**config.mk**
```make
export PLATFORM = sky130hd
export DESIGN_NAME = add_seq_arb
export DESIGN_NICKNAME = d
export VERILOG_FILES = /design/src/rtl/add_seq_arb.sv
export SDC_FILE = /design/constraint.sdc
export NUM_CORES = 1
export LEC_CHECK = 0
export BUFFER_PORTS_ARGS = -buffer_cell sky130_fd_sc_hd__buf_4
export CAP_MARGIN = 20
export CORE_ASPECT_RATIO = 1.2
export CORE_MARGIN = 1.5
export CORE_UTILIZATION = 45
export CTS_CLUSTER_SIZE = 28
export DETAILED_ROUTE_END_ITERATION = 10
export GPL_TIMING_DRIVEN = 0
export HOLD_SLACK_MARGIN = 0.15
export PLACE_DENSITY = 0.75
export SKIP_CTS_REPAIR_TIMING = 1
export SYNTH_ARGS = -nofsm -noshare
export SYNTH_HDL_FRONTEND = slang
export SYNTH_HIERARCHICAL = 1
export SYNTH_SLANG_ARGS = --single-unit
```
**constraint.sdc**
```tcl
create_clock -name clk_i -period 6.2 [get_ports clk_i]
set_clock_uncertainty 0.2 [all_clocks]
set_input_delay 0.93 -clock clk_i [delete_from_list [all_inputs] [get_ports clk_i]]
set_output_delay 0.93 -clock clk_i [all_outputs]
set_load 0.05 [all_outputs]
```
**src/rtl/add_seq_arb.sv**
```systemverilog
// ---------------------------------------------------------------------------
// add_seq_arb -- shared-adder sequencer and two-way round-robin arbiter.
//
// Two requesters share a single 4-bit carry-lookahead adder (cla4). Each
// granted operation adds two W = NIB*4 bit unsigned operands plus a carry-in,
// one nibble per clock, least-significant nibble first, with the inter-nibble
// carry held in a register.
//
// Ports:
//   clk_i            clock, rising edge
//   rst_i            synchronous active-high reset
//   req{0,1}_i       level request, held until the matching done pulse
//   a{0,1}_i         operand A (W bits)
//   b{0,1}_i         operand B (W bits)
//   ci{0,1}_i        carry-in
//   gnt{0,1}_o       requester owns the adder (ADD and DONE cycles)
//   busy_o           gnt0_o | gnt1_o
//   done{0,1}_o      one-cycle pulse, result on s_o/co_o is valid
//   s_o              sum of the last completed operation (held)
//   co_o             carry-out of bit W-1 of the last completed operation
// ---------------------------------------------------------------------------

// 4-bit carry-lookahead adder: all carries computed in parallel from
// generate/propagate terms.
module cla4 (
    input  logic [3:0] a_i,
    input  logic [3:0] b_i,
    input  logic       ci_i,
    output logic [3:0] s_o,
    output logic       co_o
);
    logic [3:0] g;
    logic [3:0] p;
    logic [3:0] c;

    assign g = a_i & b_i;
    assign p = a_i ^ b_i;

    assign c[0] = ci_i;
    assign c[1] = g[0] | (p[0] & ci_i);
    assign c[2] = g[1] | (p[1] & g[0]) | (p[1] & p[0] & ci_i);
    assign c[3] = g[2] | (p[2] & g[1]) | (p[2] & p[1] & g[0])
                | (p[2] & p[1] & p[0] & ci_i);
    assign co_o = g[3] | (p[3] & g[2]) | (p[3] & p[2] & g[1])
                | (p[3] & p[2] & p[1] & g[0])
                | (p[3] & p[2] & p[1] & p[0] & ci_i);

    assign s_o = p ^ c;
endmodule

module add_seq_arb #(
    parameter int NIB = 4,
    parameter int W   = NIB * 4
) (
    input  logic         clk_i,
    input  logic         rst_i,
    input  logic         req0_i,
    input  logic [W-1:0] a0_i,
    input  logic [W-1:0] b0_i,
    input  logic         ci0_i,
    input  logic         req1_i,
    input  logic [W-1:0] a1_i,
    input  logic [W-1:0] b1_i,
    input  logic         ci1_i,
    output logic         gnt0_o,
    output logic         gnt1_o,
    output logic         busy_o,
    output logic         done0_o,
    output logic         done1_o,
    output logic [W-1:0] s_o,
    output logic         co_o
);
    localparam int IDXW = (NIB <= 2) ? 1 : $clog2(NIB);
    localparam logic [IDXW-1:0] LAST = IDXW'(NIB - 1);

    typedef enum logic [1:0] {
        IDLE = 2'd0,
        ADD  = 2'd1,
        DONE = 2'd2
    } state_t;

    state_t                 state_q, state_d;
    logic                   own_q,   own_d;    // which requester holds the grant
    logic                   rr_q,    rr_d;     // requester favoured on a tie
    logic [NIB-1:0][3:0]    a_q,     a_d;
    logic [NIB-1:0][3:0]    b_q,     b_d;
    logic [NIB-1:0][3:0]    res_q,   res_d;
    logic [IDXW-1:0]        idx_q,   idx_d;
    logic                   carry_q, carry_d;
    logic [W-1:0]           s_q,     s_d;
    logic                   co_q,    co_d;

    logic [3:0]             nib_s;
    logic                   nib_co;
    logic                   pick;

    cla4 u_cla4 (
        .a_i  (a_q[idx_q]),
        .b_i  (b_q[idx_q]),
        .ci_i (carry_q),
        .s_o  (nib_s),
        .co_o (nib_co)
    );

    // On a tie the pointer decides; otherwise the lone requester wins.
    assign pick = (req0_i & req1_i) ? rr_q : req1_i;

    always_comb begin
        state_d = state_q;
        own_d   = own_q;
        rr_d    = rr_q;
        a_d     = a_q;
        b_d     = b_q;
        res_d   = res_q;
        idx_d   = idx_q;
        carry_d = carry_q;
        s_d     = s_q;
        co_d    = co_q;

        case (state_q)
            IDLE: begin
                if (req0_i | req1_i) begin
                    own_d   = pick;
                    a_d     = pick ? a1_i  : a0_i;
                    b_d     = pick ? b1_i  : b0_i;
                    carry_d = pick ? ci1_i : ci0_i;
                    idx_d   = '0;
                    state_d = ADD;
                end
            end
            ADD: begin
                res_d[idx_q] = nib_s;
                carry_d      = nib_co;
                idx_d        = idx_q + 1'b1;
                if (idx_q == LAST) begin
                    // Publish on the edge into DONE so s/co are already
                    // valid during the done cycle.
                    s_d     = res_d;
                    co_d    = nib_co;
                    state_d = DONE;
                end
            end
            DONE: begin
                rr_d    = ~own_q;
                state_d = IDLE;
            end
            default: state_d = IDLE;
        endcase
    end

    always_ff @(posedge clk_i) begin
        if (rst_i) begin
            state_q <= IDLE;
            own_q   <= 1'b0;
            rr_q    <= 1'b0;
            a_q     <= '0;
            b_q     <= '0;
            res_q   <= '0;
            idx_q   <= '0;
            carry_q <= 1'b0;
            s_q     <= '0;
            co_q    <= 1'b0;
        end else begin
            state_q <= state_d;
            own_q   <= own_d;
            rr_q    <= rr_d;
            a_q     <= a_d;
            b_q     <= b_d;
            res_q   <= res_d;
            idx_q   <= idx_d;
            carry_q <= carry_d;
            s_q     <= s_d;
            co_q    <= co_d;
        end
    end

    assign gnt0_o  = (state_q != IDLE) & ~own_q;
    assign gnt1_o  = (state_q != IDLE) &  own_q;
    assign busy_o  = gnt0_o | gnt1_o;
    assign done0_o = (state_q == DONE) & ~own_q;
    assign done1_o = (state_q == DONE) &  own_q;
    assign s_o     = s_q;
    assign co_o    = co_q;
endmodule
```
==> metrics <==
Post-Synth Simple-Gate Area=11.22%; Starting Density=47.09%; most instantiated cells after synthesis=dfxtp_1, mux2i_1, nor2_1; Data required, critical path=6.28 ns; critical path class=flop to flop; Cell Area, Placed=4234 um2; average cell area after synthesis=10.22 um2; sequential area share after synthesis=39.51%; worst r2r dst=s_o[11]; Final WS setup=3.154 ns; I/O Pins=92; Pre-antenna DRT Iters=4; #FFs+latches synth=68; fin nets=517; Final GP Congestion=0.7956; Final Slew Violations=0; # port buffers=90; CP peak stage delay=0.59 ns; DIE AREA=8193 um2; largest family of logic cells by synthesized area=compound AO/OA/AOI/OAI gates; share of the synthesized area in the top cell type=39.51%; area grow syn2layout=28.76%; XOR/XNOR Fraction of Synth Area=0.7625%; DRC=0; Setup TNS Final=0 ns; CTS sink count=68; critical path's top delay family=multiplexers; critical-path maximum fanout=10; pin count of the biggest net entering global routing=12; post-synth top area cell=dfxtp_1; critical path's slowest cell=mux4_2; slew margin rel.=54.90%; cell area after layout=4437 um2; worst skew pair latency=0.34 ns; post-DP HPWL=5657 um; global-route wire length before repair=12910 um; diode count=0; DRT iter0 DRCs=120; worst path arrival time=3.13 ns; Inserted Clock Buffers=9; worst min path class=flop to flop; fraction of registers with async set/reset=0%; row cnt=34; FF-to-FF setup slack=3.15 ns; compound-cell area share of the yosys netlist=20.04%; Worst setup SP type=flop; Max Cap Violations=0; Post-Synth Adder-Cell Area=3.486%; vias per cell=5.227; most frequent cell after synthesis=dfxtp_1; Final period util=49.13%; total gr overflow=0; H-tree depth=3; Die Height=98.86 um; Final ANT Viol Nets=0; Synth Flop Type=dfxtp_1; FF-to-FF Start=idx_q[0]; Worst Setup EP=s_o[11]; Final Critical Period=3.046 ns; Worst setup startpoint=idx_q[0]; worst vdd ir=151.6 uV; proportion of synthesized area in mux cells=18.30%; LEAKAGE=2.004 nW; CTS tree=done; root buf cell=clkbuf_8; core area=7317 um2; Cell Area, Synth=3446 um2; fmax=0.3283 GHz; critical-path cell list=buf_2 > mux4_2 > ha_1 > a21o_1 > a31o_1 > xor2_1 > clkbuf_1 > mux2i_1 > o21ai_2; worst-margin pin slew=0.6765 ns; non-filler cells, final=533; initial antenna violation count=0; dpl cells=517; share of layout cells above drive strength 1=39.28%; R2R cell count=9; CP Depth=9; Final Hold Fails=0; Yosys cell types=38; unrepaired setup endpoints after global routing=false; CTS Buffer Depth=2; clk slew on worst S/H paths=0.07 ns; Mapped Cells=337; number of global-route vias before repair=2865; Buf/Inv on CP=2; die width=82.88 um; hold path start=res_q[9]; status=complete, no violations; vias=2786; capturing element type of the critical path=flop; Final Setup Violations=0; Hold Slack=0.2588 ns; total track usage=19.61%; ranking of synthesized cells by area=dfxtp_1, mux2i_1, a211oi_2, mux4_2, nor2_1; Power Total=1.107 mW; WL final=7584 um; EDFF count, synth=0; warnings from Yosys=6; fin util=60.64%; WL/cell=14.23 um; pwr dens=249.6 nW/um2; dpl ws=3.133 ns; Syn Nets=416
==> power breakdown <==
group          switching (mW)  internal, mW  total, mW
clock                   0.167         0.206      0.374
combinational           0.136         0.116      0.252
sequential             0.0155         0.466      0.481
total                   0.319         0.788       1.11
==> flip-flops by register name, indices dropped and copies added (netlist names) <==
register  count
s_o          16
state_q       2
carry_q       1
own_q         1
res_q        12
a_q          16
idx_q         2
co_o          1
b_q          16
rr_q          1
==> how the worst min path moves through the flow <==
stage,end,slack (ns),cells past startpoint
floorplan,res_q[0],0.24,2
global placement,s_o[2],0.24,2
global route,s_o[6],0.28,2
CTS,res_q[9],0.26,2
finish,res_q[9],0.26,2
detailed placement,s_o[2],0.24,2
==> logic make-up after synthesis <==
family | count (synthesis)
AOI/OAI and AO/OA | 79
muxes | 53
xor gates and xnor gates | 3
adders and majority gates | 9
and+or+nand+nor | 88
DFF | 68
buffers and inverters | 37
==> placed cells by master (no fill, tap or decap), types with 5 or more instances in the layout <==
cell type / n
buf_4: 95
mux2i_1: 45
o21ai_2: 10
mux4_2: 8
o21ai_0: 5
inv_1: 5
dfxtp_1: 68
nor2_1: 33
clkbuf_1: 13
a211oi_2: 28
ha_1: 8
clkbuf_8: 11
a21oi_1: 19
nand3_1: 12
buf_6: 9
a22o_1: 5
nand2_1: 32
==> per-layer routing <==
layer	part of all wire (%)	wire [um]	track usage, %
met1	43	3249	22.09
met2	50	3808	35.08
met3	5.1	385	4.355
met4	1.9	141	9.359
met5	0	0	0
==> area by class of cell <==
type / count / area, um2
Buffer: 31 / 207.7
Clock buffer: 12 / 155.1
Clock inverter: 4 / 47.55
Fill cell: 663 / 2880
Inverter: 6 / 22.52
Multi-Input combinational cell: 232 / 1854
Sequential cell: 68 / 1361
Tap cell: 90 / 112.6
Timing Repair Buffer: 90 / 675.6
==> worst min-delay path: stages, from the launching register on <==
cell and delay, ns:
dfxtp_1 0.31, nand2_1 0.05, a21oi_1 0.05
(Power assumes the default switching activity.)
